`config.mk`:
```
export PLATFORM = sky130hd
export DESIGN_NAME = fifo_salida
export DESIGN_NICKNAME = d
export VERILOG_FILES = /design/src/rtl/fifo_salida_pkg.sv /design/src/rtl/fifo_salida_memoria_fifo.sv /design/src/rtl/fifo_salida.sv
export SDC_FILE = /design/constraint.sdc
export NUM_CORES = 1
export LEC_CHECK = 0
export ABC_AREA = 1
export CORE_MARGIN = 2
export CORE_UTILIZATION = 30
export CTS_CLUSTER_DIAMETER = 150
export DETAILED_ROUTE_END_ITERATION = 10
export GPL_ROUTABILITY_DRIVEN = 0
export PLACE_DENSITY = 0.52
export SLEW_MARGIN = 20
export SYNTH_ARGS = -nofsm -noshare
export SYNTH_HDL_FRONTEND = slang
export SYNTH_SLANG_ARGS = --single-unit
```
`constraint.sdc`:
```
create_clock -name clk -period 1.85 [get_ports clk]
set_input_delay 0.2775 -clock clk [delete_from_list [all_inputs] [get_ports clk]]
set_output_delay 0.2775 -clock clk [all_outputs]
set_load 0.02 [all_outputs]
```
`src/rtl/fifo_salida_pkg.sv`:
```
// fifo_salida_pkg
// Shared defaults for the output FIFO that sits behind the 2:1 memory mux:
// data width, depth, almost-full / almost-empty thresholds and the pointer
// width derived from the depth. Also holds the flag bundle type and a small
// width helper used by both the FIFO top and its storage array.
package fifo_salida_pkg;

    localparam int FS_WIDTH     = 2;
    localparam int FS_DEPTH     = 4;
    localparam int FS_AF_THRESH = 3;
    localparam int FS_AE_THRESH = 1;

    // Bits needed to index 0..n-1 (ceil(log2(n))).
    function automatic int ptr_width(input int n);
        return $clog2(n);
    endfunction

    localparam int FS_PTR_W = ptr_width(FS_DEPTH);

    // Occupancy flags, all decoded from the registered count.
    typedef struct packed {
        logic full;
        logic empty;
        logic almost_full;
        logic almost_empty;
    } fifo_flags_t;

endpackage

```
`src/rtl/fifo_salida_memoria_fifo.sv`:
```
// memoria_fifo
// Storage array for fifo_salida: one synchronous write port and one
// registered read port. The array itself is never reset; only the read
// register is cleared so data_out starts at zero.
// Ports:
//   clk        - clock, rising edge
//   reset_L    - synchronous active-low reset (read register only)
//   wr_en_i    - write strobe
//   wr_addr_i  - write address
//   wr_data_i  - write data
//   rd_en_i    - read strobe; when low the read register holds its value
//   rd_addr_i  - read address
//   rd_data_o  - registered read data
module memoria_fifo
    import fifo_salida_pkg::*;
#(
    parameter int WIDTH  = FS_WIDTH,
    parameter int DEPTH  = FS_DEPTH,
    parameter int ADDR_W = FS_PTR_W
) (
    input  logic              clk,
    input  logic              reset_L,
    input  logic              wr_en_i,
    input  logic [ADDR_W-1:0] wr_addr_i,
    input  logic [WIDTH-1:0]  wr_data_i,
    input  logic              rd_en_i,
    input  logic [ADDR_W-1:0] rd_addr_i,
    output logic [WIDTH-1:0]  rd_data_o
);

    logic [WIDTH-1:0] mem_q [DEPTH];
    logic [WIDTH-1:0] rd_data_q;

    always_ff @(posedge clk) begin
        if (wr_en_i) begin
            mem_q[wr_addr_i] <= wr_data_i;
        end
    end

    // Reads the pre-write contents, so a read and write to the same slot
    // in one cycle (full FIFO, push+pop) returns the older word.
    always_ff @(posedge clk) begin
        if (!reset_L) begin
            rd_data_q <= '0;
        end else if (rd_en_i) begin
            rd_data_q <= mem_q[rd_addr_i];
        end
    end

    assign rd_data_o = rd_data_q;

endmodule

```
`src/rtl/fifo_salida.sv`:
```
// fifo_salida
// Output FIFO placed downstream of the 2:1 memory mux. The mux data_out /
// valid_out drive data_in / valid_in here. Pointers, occupancy count, flags
// and the sticky overflow bit live in this module; storage is memoria_fifo.
//
// Handshake: a write is offered whenever valid_in=1 (there is no ready back
// to the mux). It is accepted if the FIFO is not full, or if a pop is
// accepted in the same cycle; otherwise the word is dropped and overflow
// latches until reset. A pop is accepted when pop=1 and the FIFO is not
// empty; the popped word appears on data_out with valid_out=1 exactly one
// cycle later. No bypass: a push into an empty FIFO is not poppable in the
// same cycle.
//
// Ports:
//   clk, reset_L              - clock and synchronous active-low reset
//   data_in, valid_in         - write data / write request
//   pop                       - read request
//   data_out, valid_out       - registered read data and its qualifier
//   full, empty               - occupancy == DEPTH / == 0
//   almost_full, almost_empty - occupancy >= AF_THRESH / <= AE_THRESH
//   overflow                  - sticky: a write was dropped
module fifo_salida
    import fifo_salida_pkg::*;
#(
    parameter int WIDTH     = FS_WIDTH,
    parameter int DEPTH     = FS_DEPTH,
    parameter int AF_THRESH = FS_AF_THRESH,
    parameter int AE_THRESH = FS_AE_THRESH
) (
    input  logic             clk,
    input  logic             reset_L,
    input  logic [WIDTH-1:0] data_in,
    input  logic             valid_in,
    input  logic             pop,
    output logic [WIDTH-1:0] data_out,
    output logic             valid_out,
    output logic             full,
    output logic             empty,
    output logic             almost_full,
    output logic             almost_empty,
    output logic             overflow
);

    localparam int PTR_W = ptr_width(DEPTH);
    localparam int CNT_W = ptr_width(DEPTH + 1);

    localparam logic [PTR_W-1:0] PTR_ONE   = PTR_W'(1);
    localparam logic [CNT_W-1:0] CNT_ONE   = CNT_W'(1);
    localparam logic [CNT_W-1:0] CNT_DEPTH = CNT_W'(DEPTH);
    localparam logic [CNT_W-1:0] CNT_AF    = CNT_W'(AF_THRESH);
    localparam logic [CNT_W-1:0] CNT_AE    = CNT_W'(AE_THRESH);

    logic [PTR_W-1:0] wr_ptr_q, wr_ptr_d;
    logic [PTR_W-1:0] rd_ptr_q, rd_ptr_d;
    logic [CNT_W-1:0] count_q, count_d;
    logic             valid_q, valid_d;
    logic             overflow_q, overflow_d;

    fifo_flags_t flags;
    logic        push_acc;
    logic        pop_acc;

    // Flags depend only on the registered count: no input-to-output path.
    always_comb begin
        flags              = '0;
        flags.full         = (count_q == CNT_DEPTH);
        flags.empty        = (count_q == '0);
        flags.almost_full  = (count_q >= CNT_AF);
        flags.almost_empty = (count_q <= CNT_AE);
    end

    always_comb begin
        pop_acc    = pop & ~flags.empty;
        // A full FIFO still takes a write when a word leaves in the same cycle.
        push_acc   = valid_in & (~flags.full | pop_acc);

        wr_ptr_d   = push_acc ? wr_ptr_q + PTR_ONE : wr_ptr_q;
        rd_ptr_d   = pop_acc  ? rd_ptr_q + PTR_ONE : rd_ptr_q;
        valid_d    = pop_acc;
        overflow_d = overflow_q | (valid_in & ~push_acc);

        count_d = count_q;
        case ({push_acc, pop_acc})
            2'b10:   count_d = count_q + CNT_ONE;
            2'b01:   count_d = count_q - CNT_ONE;
            default: count_d = count_q;
        endcase
    end

    always_ff @(posedge clk) begin
        if (!reset_L) begin
            wr_ptr_q   <= '0;
            rd_ptr_q   <= '0;
            count_q    <= '0;
            valid_q    <= 1'b0;
            overflow_q <= 1'b0;
        end else begin
            wr_ptr_q   <= wr_ptr_d;
            rd_ptr_q   <= rd_ptr_d;
            count_q    <= count_d;
            valid_q    <= valid_d;
            overflow_q <= overflow_d;
        end
    end

    memoria_fifo #(
        .WIDTH  (WIDTH),
        .DEPTH  (DEPTH),
        .ADDR_W (PTR_W)
    ) u_memoria_fifo (
        .clk       (clk),
        .reset_L   (reset_L),
        .wr_en_i   (push_acc & reset_L),
        .wr_addr_i (wr_ptr_q),
        .wr_data_i (data_in),
        .rd_en_i   (pop_acc & reset_L),
        .rd_addr_i (rd_ptr_q),
        .rd_data_o (data_out)
    );

    assign valid_out    = valid_q;
    assign overflow     = overflow_q;
    assign full         = flags.full;
    assign empty        = flags.empty;
    assign almost_full  = flags.almost_full;
    assign almost_empty = flags.almost_empty;

endmodule

```
==> key figures, run 1 <==
Die
  – DIE AREA: approximately 3700 µm²
  – Top-Level Pins: 14
  – Row cnt: 20
  – Placeable core area: just over 3000 µm²
  – Vertical die dimension: 60.5 µm
  – Initial Utilization: about a third
  – Width of the chip: a little over 60 µm

Global route
  – Antenna violations before repair: 0
  – All-Layer GR Usage: a little over a tenth
  – Largest net degree at the start of global routing: 11
  – Via count of the first global-routing pass: 664
  – Total gr overflow: 0
  – Global-route wire length before repair: 2850 µm

Timing
  – Hold Fails Final Rpt: 0
  – Setup violators final: 0
  – Relative slew slack: 85.9%
  – Final setup skew: 0.00425 ns
  – Final max-slew violation count: 0
  – Time the worst path needs with I/O delays and setup: approximately 1.7 ns
  – Unrepaired setup endpoints after global routing: yes
  – Transition time at the pin with the least slew margin: roughly 0.21 ns
  – Highest attainable clock frequency: around 570 MHz
  – Ratio of final minimum period to clock period: between 90 and 100%
  – Worst hold slack: around 0.49 ns
  – Post-route setup slack: about 0.11 ns

Place
  – Placed cell area: between 1000 and 1500 µm²
  – Sum of net half-perimeters after detailed placement: 1400 µm
  – Placed cell count: roughly 170
  – Worst slack at placement: ~0.085 ns
  – Number of port buffers: 13

Clock tree
  – Clock Sink Count: 19
  – Clock H-tree levels: 1
  – Cts bufs inserted: 3
  – Clock transition at the register clock pins on the worst setup and hold paths after CTS: about 0.1 ns
  – Skew-Pair Late Insertion Delay: between 0.2 and 0.3 ns
  – Longest Clk Path Bufs: 2
  – TritonCTS clock tree: built
  – Clock tree root driver cell: sky130_fd_sc_hd__clkbuf_4
  – Buffer count from post-CTS setup fixing: 0

Yosys
  – Count of yosys warnings during synthesis: 0
  – Number of distinct library cells after synthesis: 19
  – Portion of the post-synthesis area used by sequential elements: 48.1%
  – Cell count after synthesis: approximately 110
  – Average cell area after synthesis: ~8.5 µm²
  – Yosys reg bits: 19
  – Syn nets: ~130
  – Post-synth top area cell: sky130_fd_sc_hd__edfxtp_1
  – Post-synthesis instance area: roughly 960 µm²
  – Top cell type's share of synthesized area: between 20% and 30%
  – Cell types occupying the most area after synthesis: sky130_fd_sc_hd__edfxtp_1 (25%), sky130_fd_sc_hd__dfxtp_1 (23%), sky130_fd_sc_hd__ha_1 (12%), sky130_fd_sc_hd__nor2_1 (7.1%), sky130_fd_sc_hd__inv_1 (6.3%)

Final layout
  – Nets: 149
  – Layout Area Growth over Synthesis: 26.7%
  – Footprint of the multi-input gates: 438 µm²
  – Ratio of cells with drive above 1 in the final layout: 12.8%
  – N_diodes: 0
  – Design area: 1210 µm²
  – Sequential cell area: about 460 µm²
  – Finished Layout Cells: 177
  – Final-layout fill cell count: 332

Route
  – Number of vias in the routed layout: 765
  – Remaining antenna violation count after routing: 0
  – Overall routed net length: about 1700 µm
  – 1st-pass router iterations: 2
  – Detailed-route wire length per cell: 9.79 µm
  – Average vias per placed instance: roughly 4.3
  – Post-detailed-route DRC marker count: 0
  – Number of design-rule violations left by the first detailed-router iteration: 18

Outcome
  – Status: finished, final reports clean

Power
  – Share of total power in sequential cells: around 43%
  – Cell leakage power: 0.521 nW
  – Relative contribution of the clock network to total power: approximately 17%
  – Switching fraction of total power: a little over a third
  – Cell Int Power: between 0.7 and 0.8 mW
  – Total net switching power: roughly 0.43 mW
  – Areal power density over the cells: 995 nW/µm²
  – Portion of total power attributed to combinational logic: between 40 and 50%
  – Worst vdd ir: approximately 500 µV
  – Post-layout total power: 1.21 mW

Setup path
  – Worst setup startpoint: count_q[0]$_SDFFE_PN0P_
  – Type of element capturing the critical path: output port
  – Worst reg2reg startpoint: count_q[0]$_SDFFE_PN0P_
  – Required time at the worst-slack endpoint: approximately 1.6 ns
  – Worst r2r path cells: 5
  – Worst EP arrival: 1.47 ns
  – R2R Setup Slk: around 0.35 ns
  – Crit path max fanout: 4
  – CP Launch Type: register
  – CP Class: reg -> out

Hold path
  – Hold Path Stages: 1
  – Startpoint of the tightest hold check path: overflow$_SDFF_PN0_
  – Class of the worst hold path: reg -> reg

Run
  – Number of max-capacitance violations reported: 0
==> layer usage <==
layer	track usage, %	part of all wire, %	vias to the layer above
met5	0	0	-
met2	17.4	45	12
met4	3.73	0.87	0
met1	13.3	50	346
li1	-	-	405
met3	3.84	4.1	2
==> cell usage after synthesis <==
cell type,count
sky130_fd_sc_hd__o21ai_0,8
sky130_fd_sc_hd__a21oi_1,7
sky130_fd_sc_hd__clkbuf_1,1
sky130_fd_sc_hd__nand2_4,1
sky130_fd_sc_hd__o21a_1,1
sky130_fd_sc_hd__a31oi_1,2
sky130_fd_sc_hd__ha_1,9
sky130_fd_sc_hd__nor2_1,18
sky130_fd_sc_hd__nand2_2,2
sky130_fd_sc_hd__inv_2,2
sky130_fd_sc_hd__nand2_1,15
sky130_fd_sc_hd__nand3_1,5
sky130_fd_sc_hd__inv_1,16
sky130_fd_sc_hd__nand4_1,1
sky130_fd_sc_hd__nand3_2,2
sky130_fd_sc_hd__edfxtp_1,8
sky130_fd_sc_hd__dfxtp_1,11
sky130_fd_sc_hd__a21oi_2,1
sky130_fd_sc_hd__o21ai_1,2
==> cells in the final DEF, fill, tap and decap left out, drive strengths merged, types with 4 or more instances in the layout <==
master	count
a21oi	8
buf	5
clkbuf	4
clkdlybuf4s50	9
dfxtp	11
edfxtp	8
ha	9
inv	18
nand2	18
nand3	7
nor2	18
o21ai	10
==> stage by stage <==
| step | util [%] | TNS, ns |
|---|---|---|
| 6_report | 39.7 | 0 |
| 5_1_grt | 39.7 | -0.0237 |
| 4_1_cts | 39.3 | 0 |
| 3_5_place_dp | 38.5 | 0 |
| 3_3_place_gp | 38.5 | 0 |
| 2_1_floorplan | - | 0 |
==> cell families (layout without fill, tap and decap cells) <==
logic type	count (synthesis)	after routing	synth area share (%)
AOI/OAI and AO/OA	21	21	11.9
buffers and inverters	19	40	7.45
adders and majority gates	9	9	11.8
and+or+nand+nor	44	44	20.8
DFF	19	19	48.1
==> final timing paths <==
path,endpoint
max reg2reg,u_memoria_fifo.mem_q[0][1]$_DFFE_PP_
min reg2reg,overflow$_SDFF_PN0_
max,almost_full
min,overflow$_SDFF_PN0_
==> power by group through the flow <==
stage                     Sequential (mW)  Combinational, mW  Clock [mW]
after floorplan                     0.542              0.292           0
after global placement              0.523              0.493           0
after detailed placement            0.525              0.493           0
after CTS                           0.516              0.473       0.218
after global routing                0.522              0.555       0.236
final                               0.515              0.486       0.205
==> what timing repair did <==
action                                 in CTS  in global routing
setup endpoints to repair                   4                  3
pin swaps                                   0                  0
resized for setup                           5                  3
endpoints found under the hold margin       0                  0
hold buffers                                0                  0
==> flip-flops by register name (all words and copies together) (netlist names) <==
register,count
rd_ptr_q,2
overflow,1
wr_ptr_q,2
valid_out,1
u_memoria_fifo.mem_q,8
count_q,3
u_memoria_fifo.rd_data_o,2
==> final cells by class <==
type                       count  area share [%]
timing repair buffer          18            13.6
sequential                    19            38.0
clock buffer                   4            2.17
tap                           44            4.54
multi-input combinational     74            36.1
inverter                      18            5.57
==> worst max-delay path: stages (launching register included) <==
cell,delay [ns]
sky130_fd_sc_hd__dfxtp_1,0.35
sky130_fd_sc_hd__ha_1,0.20
sky130_fd_sc_hd__ha_1,0.17
sky130_fd_sc_hd__nor2_1,0.08
sky130_fd_sc_hd__o21ai_0,0.08
sky130_fd_sc_hd__clkdlybuf4s15_1,0.29
Power figures use the tool's default switching activity.
==> inputs of run 2 (changes only) <==
Settings changed: CORE_MARGIN 2 to 4.
==> key figures, run 2 (synthesis results as in run 1) <==
Setup path
  – Type of element capturing the critical path: output port (unchanged)
  – CP Launch Type: register (unchanged)
  – Worst reg2reg startpoint: count_q[0]$_SDFFE_PN0P_ (unchanged)
  – Worst r2r path cells: 5 (unchanged)
  – R2R Setup Slk: 0.35 ns (about the same)
  – Worst EP arrival: 1.43 ns (was 1.47 ns)
  – Required time at the worst-slack endpoint: 1.57 ns (about the same)
  – Stage delay of the slowest cell on the critical path: 0.39 ns (was 0.35 ns)
  – Crit path max fanout: 5 (was 4)
  – Most frequent cell on the critical path: sky130_fd_sc_hd__inv_1 (was sky130_fd_sc_hd__ha_1)
  – CP Class: reg -> out (unchanged)
  – Cell at the slowest stage of the critical path: sky130_fd_sc_hd__dfxtp_1 (unchanged)
  – Worst reg2reg path endpoint: u_memoria_fifo.mem_q[0][1]$_DFFE_PP_ (unchanged)
  – Sequence of cells on the critical path: inv_1 -> ha_4 -> nand2_4 -> inv_1 -> dlygate4sd2_1 (was ha_1 -> ha_1 -> nor2_1 -> o21ai_0 -> clkdlybuf4s15_1)

Power
  – Cell leakage power: 0.521 nW (about the same)
  – Post-layout total power: 1.20 mW (was 1.21 mW)
  – Areal power density over the cells: 994 nW/µm² (was 995 nW/µm²)
  – Worst vdd ir: 352 µV (was 491 µV)

Die
  – Initial Utilization: 31.4% (unchanged)
  – DIE AREA: 4160 µm² (was 3660 µm²)
  – Vertical die dimension: 64.5 µm (was 60.5 µm)
  – Width of the chip: 64.5 µm (was 60.5 µm)
  – Row cnt: 20 (unchanged)
  – Placeable core area: 3050 µm² (unchanged)
  – Top-Level Pins: 14 (unchanged)

Place
  – Sum of net half-perimeters after detailed placement: 1360 µm (was 1400 µm)
  – Number of port buffers: 13 (unchanged)

Final layout
  – Most common cell after layout, fill and taps aside: sky130_fd_sc_hd__nor2_1 (unchanged)
  – Final-layout fill cell count: 329 (was 332)
  – Largest registers: u_memoria_fifo.mem_q: 8 flops, count_q: 3 flops (unchanged)
  – Ratio of cells with drive above 1 in the final layout: 14.3% (was 12.8%)
  – Nets: 149 (unchanged)
  – Leading cell types in the layout, fill and taps excluded: sky130_fd_sc_hd__nor2_1 (18), sky130_fd_sc_hd__inv_1 (16), sky130_fd_sc_hd__nand2_1 (15) (unchanged)
  – N_diodes: 0 (unchanged)
  – Reg with most FFs: u_memoria_fifo.mem_q (unchanged)
  – Post-route core utilization: 39.5% (was 39.7%)
  – Number of flip-flops in the largest register: 8 (unchanged)
  – Layout Area Growth over Synthesis: 26.1% (was 26.7%)

Global route
  – All-Layer GR Usage: 9.83% (was 10.7%)
  – Total gr overflow: 0 (unchanged)
  – Global-route wire length before repair: 3150 µm (was 2850 µm)
  – Via count of the first global-routing pass: 695 (was 664)
  – Antenna violations before repair: 0 (unchanged)
  – Largest net degree at the start of global routing: 11 (unchanged)

Timing
  – Hold Fails Final Rpt: 0 (unchanged)
  – Ratio of final minimum period to clock period: 92.5% (was 94.2%)
  – Highest attainable clock frequency: 584 MHz (was 574 MHz)
  – Transition time at the pin with the least slew margin: 0.218 ns (was 0.211 ns)
  – Relative slew slack: 85.4% (was 85.9%)
  – Setup violators final: 0 (unchanged)
  – Total Neg Setup Slack: 0 ns (unchanged)
  – Final setup skew: 0.000798 ns (was 0.00425 ns)
  – Unrepaired setup endpoints after global routing: no (was yes)
  – Time the worst path needs with I/O delays and setup: 1.71 ns (was 1.74 ns)
  – Final max-slew violation count: 0 (unchanged)

Clock tree
  – Longest Clk Path Bufs: 2 (unchanged)
  – TritonCTS clock tree: built (unchanged)
  – Clock tree root driver cell: sky130_fd_sc_hd__clkbuf_4 (unchanged)
  – Skew-Pair Late Insertion Delay: 0.29 ns (about the same)
  – Clock transition at the register clock pins on the worst setup and hold paths after CTS: 0.10 ns (about the same)
  – Clock H-tree levels: 1 (unchanged)
  – Clock Sink Count: 19 (unchanged)
  – Buffer count from post-CTS setup fixing: 0 (unchanged)
  – Cts bufs inserted: 3 (unchanged)
  – CTS Hold Buffers Added: 0 (unchanged)

Route
  – Number of vias in the routed layout: 731 (was 765)
  – Average vias per placed instance: 4.13 (was 4.32)
  – Post-detailed-route DRC marker count: 0 (unchanged)
  – 1st-pass router iterations: 4 (was 2)
  – Overall routed net length: 1720 µm (was 1730 µm)
  – Remaining antenna violation count after routing: 0 (unchanged)
  – Detailed-route wire length per cell: 9.72 µm (was 9.79 µm)
  – Number of design-rule violations left by the first detailed-router iteration: 24 (was 18)

Hold path
  – Destination of the worst hold path: overflow$_SDFF_PN0_ (unchanged)
  – Hold Path Stages: 1 (unchanged)
  – Class of the worst hold path: reg -> reg (unchanged)
  – Startpoint of the tightest hold check path: overflow$_SDFF_PN0_ (unchanged)

Run
  – Number of max-capacitance violations reported: 0 (unchanged)

Outcome
  – Status: finished, final reports clean (unchanged)
-- run 2: metal layers --
metal	GRT usage, %	routed length [µm]	vias to the layer above
met5	0	0	-
met1	13.1	861	305
li1	-	-	408
met3	3.81	99	2
met4	3.96	21	0
met2	14.2	737	16
-- run 2: power breakdown --
part / total, mW / leakage, nW / switching [mW] / internal [mW]
logic: 0.481 / 0.342 / 0.281 / 0.200
clock network: 0.202 / 0.0150 / 0.118 / 0.0837
registers: 0.517 / 0.164 / 0.0315 / 0.485
-- run 2: area by class of cell --
| cell class | count | area (µm²) | share of cell area [%] |
|---|---|---|---|
| clock buffers | 4 | 26.3 | 2.18 |
| inverters | 18 | 67.6 | 5.60 |
| multi-input cells | 74 | 438 | 36.3 |
| flip-flops and latches | 19 | 462 | 38.2 |
| well taps | 44 | 55.1 | 4.56 |
| repair buffers | 18 | 159 | 13.2 |
-- run 2: what timing repair did --
item | CTS | global route
gates cloned | 0 | 0
endpoints found under the setup margin | 4 | 3
resized for setup | 5 | 5
-- run 2: critical path: cells and delay by family, from the launching register on --
family / cells / cell delay [ns]
fa+ha+maj: 1 / 0.20
simple gates: 1 / 0.08
flops: 1 / 0.39
buf+inv: 3 / 0.47
-- run 2: metrics by stage --
stage	setup slack [ns]	instances	cell area, µm²	hold WS, ns
2_1_floorplan	0.385	112	957	0.376
4_1_cts	0.0544	177	1200	0.488
6_report	0.138	177	1210	0.480
3_3_place_gp	0.111	173	1180	0.451
5_1_grt	0.0273	177	1210	0.512
3_5_place_dp	0.0812	173	1180	0.459
-- run 2: worst max path at each step --
| stage | from | endpoint | slack (ns) |
|---|---|---|---|
| after floorplan | count_q[0]$_SDFFE_PN0P_ | u_memoria_fifo.mem_q[0][0]$_DFFE_PP_ | 0.39 |
| after global placement | count_q[0]$_SDFFE_PN0P_ | empty | 0.11 |
| after detailed placement | count_q[0]$_SDFFE_PN0P_ | empty | 0.08 |
| after CTS | count_q[0]$_SDFFE_PN0P_ | almost_full | 0.05 |
| after global routing | count_q[0]$_SDFFE_PN0P_ | empty | 0.03 |
| final | count_q[0]$_SDFFE_PN0P_ | empty | 0.14 |
==> inputs of run 3 (changes only) <==
Settings changed: ABC_AREA 1 to unset, CAP_MARGIN set to 5, PLACE_DENSITY 0.52 to 0.55.
==> key figures, run 3 <==
Yosys
  – Number of enable-type register cells in the synthesized netlist: 8 (unchanged)
  – Top cell type's share of synthesized area: 24.2% (was 25.1%)
  – Average cell area after synthesis: 10.3 µm² (was 8.55 µm²)
  – Syn nets: 111 (was 127)
  – Count of yosys warnings during synthesis: 0 (unchanged)
  – Portion of the post-synthesis area used by sequential elements: 46.3% (was 48.1%)
  – Most used DFF post-synth: sky130_fd_sc_hd__dfxtp_1 (unchanged)
  – Post-synth top area cell: sky130_fd_sc_hd__edfxtp_1 (unchanged)
  – Post-synthesis instance area: 993 µm² (was 957 µm²)
  – Most frequent cells after synthesis: sky130_fd_sc_hd__dfxtp_1 (11), sky130_fd_sc_hd__inv_1 (11), sky130_fd_sc_hd__ha_1 (9), sky130_fd_sc_hd__nor2_1 (9), sky130_fd_sc_hd__edfxtp_1 (8) (was sky130_fd_sc_hd__nor2_1 (18), sky130_fd_sc_hd__inv_1 (16), sky130_fd_sc_hd__nand2_1 (15), sky130_fd_sc_hd__dfxtp_1 (11), sky130_fd_sc_hd__ha_1 (9))
  – Async set-reset flop share out of synthesis: 0% (unchanged)
  – Number of distinct library cells after synthesis: 31 (was 19)
  – Yosys reg bits: 19 (unchanged)
  – Cell count after synthesis: 96 (was 112)
  – Cell types occupying the most area after synthesis: sky130_fd_sc_hd__edfxtp_1 (24%), sky130_fd_sc_hd__dfxtp_1 (22%), sky130_fd_sc_hd__ha_1 (11%), sky130_fd_sc_hd__mux4_2 (4.5%), sky130_fd_sc_hd__inv_1 (4.2%) (was sky130_fd_sc_hd__edfxtp_1 (25%), sky130_fd_sc_hd__dfxtp_1 (23%), sky130_fd_sc_hd__ha_1 (12%), sky130_fd_sc_hd__nor2_1 (7.1%), sky130_fd_sc_hd__inv_1 (6.3%))

Setup path
  – Largest delay contributor family on the critical path: buffers and inverters (unchanged)
  – Stage delay of the slowest cell on the critical path: 0.38 ns (was 0.39 ns)
  – Sequence of cells on the critical path: inv_2 -> ha_1 -> a21oi_1 -> nor2_1 -> dlygate4sd2_1 (was inv_1 -> ha_4 -> nand2_4 -> inv_1 -> dlygate4sd2_1)
  – Required time at the worst-slack endpoint: 1.57 ns (about the same)
  – Cell at the slowest stage of the critical path: sky130_fd_sc_hd__dfxtp_2 (was sky130_fd_sc_hd__dfxtp_1)
  – R2R Setup Slk: 0.23 ns (was 0.35 ns)
  – CP Launch Type: register (unchanged)
  – Crit path buffers/inverters: 2 (was 3)
  – Worst reg2reg startpoint: count_q[0]$_SDFFE_PN0P_ (unchanged)
  – Crit path max fanout: 7 (was 5)
  – Worst EP arrival: 1.41 ns (was 1.43 ns)
  – Worst setup startpoint: count_q[1]$_SDFFE_PN0P_ (was count_q[0]$_SDFFE_PN0P_)
  – CP Class: reg -> out (unchanged)
  – Type of element capturing the critical path: output port (unchanged)

Timing
  – Ratio of final minimum period to clock period: 91.4% (was 92.5%)
  – Total Neg Setup Slack: 0 ns (unchanged)
  – Transition time at the pin with the least slew margin: 0.324 ns (was 0.218 ns)
  – Setup violators final: 0 (unchanged)
  – Time the worst path needs with I/O delays and setup: 1.69 ns (was 1.71 ns)
  – Hold Fails Final Rpt: 0 (unchanged)
  – Final setup skew: 0.00446 ns (was 0.000798 ns)
  – Relative slew slack: 78.3% (was 85.4%)
  – Final max-slew violation count: 0 (unchanged)
  – Highest attainable clock frequency: 591 MHz (was 584 MHz)
  – Unrepaired setup endpoints after global routing: no (unchanged)

Place
  – Sum of net half-perimeters after detailed placement: 1440 µm (was 1360 µm)
  – Number of port buffers: 13 (unchanged)
  – Placed cell count: 158 (was 173)
  – Placed cell area: 1220 µm² (was 1180 µm²)

Global route
  – Global-route wire length before repair: 3170 µm (was 3150 µm)
  – Total gr overflow: 0 (unchanged)
  – All-Layer GR Usage: 9.77% (was 9.83%)
  – Via count of the first global-routing pass: 694 (was 695)
  – Largest net degree at the start of global routing: 14 (was 11)
  – Antenna violations before repair: 0 (unchanged)

Outcome
  – Status: finished, final reports clean (unchanged)

Route
  – Average vias per placed instance: 4.30 (was 4.13)
  – Post-detailed-route DRC marker count: 0 (unchanged)
  – 1st-pass router iterations: 4 (unchanged)
  – Number of vias in the routed layout: 696 (was 731)
  – Detailed-route wire length per cell: 11.4 µm (was 9.72 µm)
  – Overall routed net length: 1850 µm (was 1720 µm)
  – Remaining antenna violation count after routing: 0 (unchanged)
  – Number of design-rule violations left by the first detailed-router iteration: 37 (was 24)

Die
  – Width of the chip: 65.5 µm (was 64.5 µm)
  – Top-Level Pins: 14 (unchanged)
  – Row cnt: 20 (unchanged)
  – DIE AREA: 4300 µm² (was 4160 µm²)
  – Vertical die dimension: 65.5 µm (was 64.5 µm)
  – Initial Utilization: 32.0% (was 31.4%)
  – Placeable core area: 3100 µm² (was 3050 µm²)

Final layout
  – Largest registers: u_memoria_fifo.mem_q: 8 flops, count_q: 3 flops (unchanged)
  – Ratio of cells with drive above 1 in the final layout: 20.3% (was 14.3%)
  – Reg with most FFs: u_memoria_fifo.mem_q (unchanged)
  – Footprint of the multi-input gates: 483 µm² (was 438 µm²)
  – Finished Layout Cells: 162 (was 177)
  – Post-route core utilization: 39.8% (was 39.5%)
  – Number of flip-flops in the largest register: 8 (unchanged)
  – Sequential cell area: 462 µm² (unchanged)
  – N_diodes: 0 (unchanged)
  – Nets: 134 (was 149)
  – Layout Area Growth over Synthesis: 24.3% (was 26.1%)
  – Final-layout fill cell count: 345 (was 329)
  – Design area: 1230 µm² (was 1210 µm²)
  – Leading cell types in the layout, fill and taps excluded: sky130_fd_sc_hd__inv_1 (10), sky130_fd_sc_hd__dfxtp_1 (10), sky130_fd_sc_hd__nor2_1 (9), sky130_fd_sc_hd__clkdlybuf4s50_1 (9) (was sky130_fd_sc_hd__nor2_1 (18), sky130_fd_sc_hd__inv_1 (16), sky130_fd_sc_hd__nand2_1 (15))

Clock tree
  – Clock tree root driver cell: sky130_fd_sc_hd__clkbuf_4 (unchanged)
  – Longest Clk Path Bufs: 2 (unchanged)
  – Clock transition at the register clock pins on the worst setup and hold paths after CTS: 0.11 ns (was 0.10 ns)
  – TritonCTS clock tree: built (unchanged)
  – Skew-Pair Late Insertion Delay: 0.30 ns (was 0.29 ns)
  – Clock H-tree levels: 1 (unchanged)
  – Clock Sink Count: 19 (unchanged)
  – Buffer count from post-CTS setup fixing: 0 (unchanged)
  – Cts bufs inserted: 3 (unchanged)

Power
  – Worst vdd ir: 469 µV (was 352 µV)
  – Switching fraction of total power: 40.5% (was 35.9%)
  – Relative contribution of the clock network to total power: 12.4% (was 16.8%)
  – Share of total power in sequential cells: 34.1% (was 43.1%)
  – Areal power density over the cells: 1420 nW/µm² (was 994 nW/µm²)
  – Total net switching power: 0.710 mW (was 0.431 mW)
  – Portion of total power attributed to combinational logic: 53.5% (was 40.1%)
  – Post-layout total power: 1.75 mW (was 1.20 mW)
  – Cell Int Power: 1.04 mW (was 0.769 mW)
  – Cell leakage power: 0.516 nW (was 0.521 nW)

Hold path
  – Class of the worst hold path: reg -> reg (unchanged)
  – Startpoint of the tightest hold check path: overflow$_SDFF_PN0_ (unchanged)

Run
  – Number of max-capacitance violations reported: 0 (unchanged)
==> run 3: path summary, 6_finish.rpt <==
check	to	cells past startpoint
worst max register to register	u_memoria_fifo.mem_q[0][1]$_DFFE_PP_	6
worst min-delay path	overflow$_SDFF_PN0_	1
worst min register to register	overflow$_SDFF_PN0_	1
worst max-delay path	almost_empty	5
==> run 3: layout make-up <==
class / instances / area share (%)
Clock inverter: 1 / 0.405
Timing Repair Buffer: 20 / 13.5
Clock buffer: 3 / 1.82
Multi-Input combinational cell: 64 / 39.1
Sequential cell: 19 / 37.4
Inverter: 11 / 3.34
Tap cell: 44 / 4.46
==> run 3: power groups by stage <==
stage / Clock, mW / Combinational [mW] / Sequential (mW)
2_1_floorplan: 0 / 0.574 / 0.625
3_3_place_gp: 0 / 0.984 / 0.598
3_5_place_dp: 0 / 0.994 / 0.604
4_1_cts: 0.229 / 0.957 / 0.595
5_1_grt: 0.249 / 1.05 / 0.611
6_report: 0.218 / 0.937 / 0.597
==> run 3: cells by family (layout without fill, tap and decap cells) <==
kind of cell / after synthesis / after routing / share of synthesized area, %
xor gates and xnor gates: 3 / 3 / 2.65
AOI/OAI and AO/OA: 17 / 17 / 11.0
adders and majority gates: 10 / 10 / 12.5
and+or+nand+nor: 30 / 30 / 15.7
muxes: 4 / 4 / 6.55
DFF: 19 / 19 / 46.3
buffers and inverters: 13 / 35 / 5.29
==> run 3: timing repair <==
item,in CTS,in global routing
setup endpoints to repair,4,4
hold buffers,0,0
gates resized for setup,5,9
hold endpoints to repair,0,0
==> run 3: through the flow <==
stage	hold WS [ns]	setup slack (ns)
floorplan	0.376	0.360
global placement	0.451	0.0857
detailed placement	0.462	0.0838
CTS	0.497	0.0214
global route	0.513	0.0150
finish	0.488	0.159
==> run 3: routing by layer <==
layer	global-route usage, %	share of wire [%]	routed length, µm
met4	5.44	1.8	34
met1	12.7	51	947
met3	3.08	5.3	98
met2	14.2	42	767
met5	0	0	0
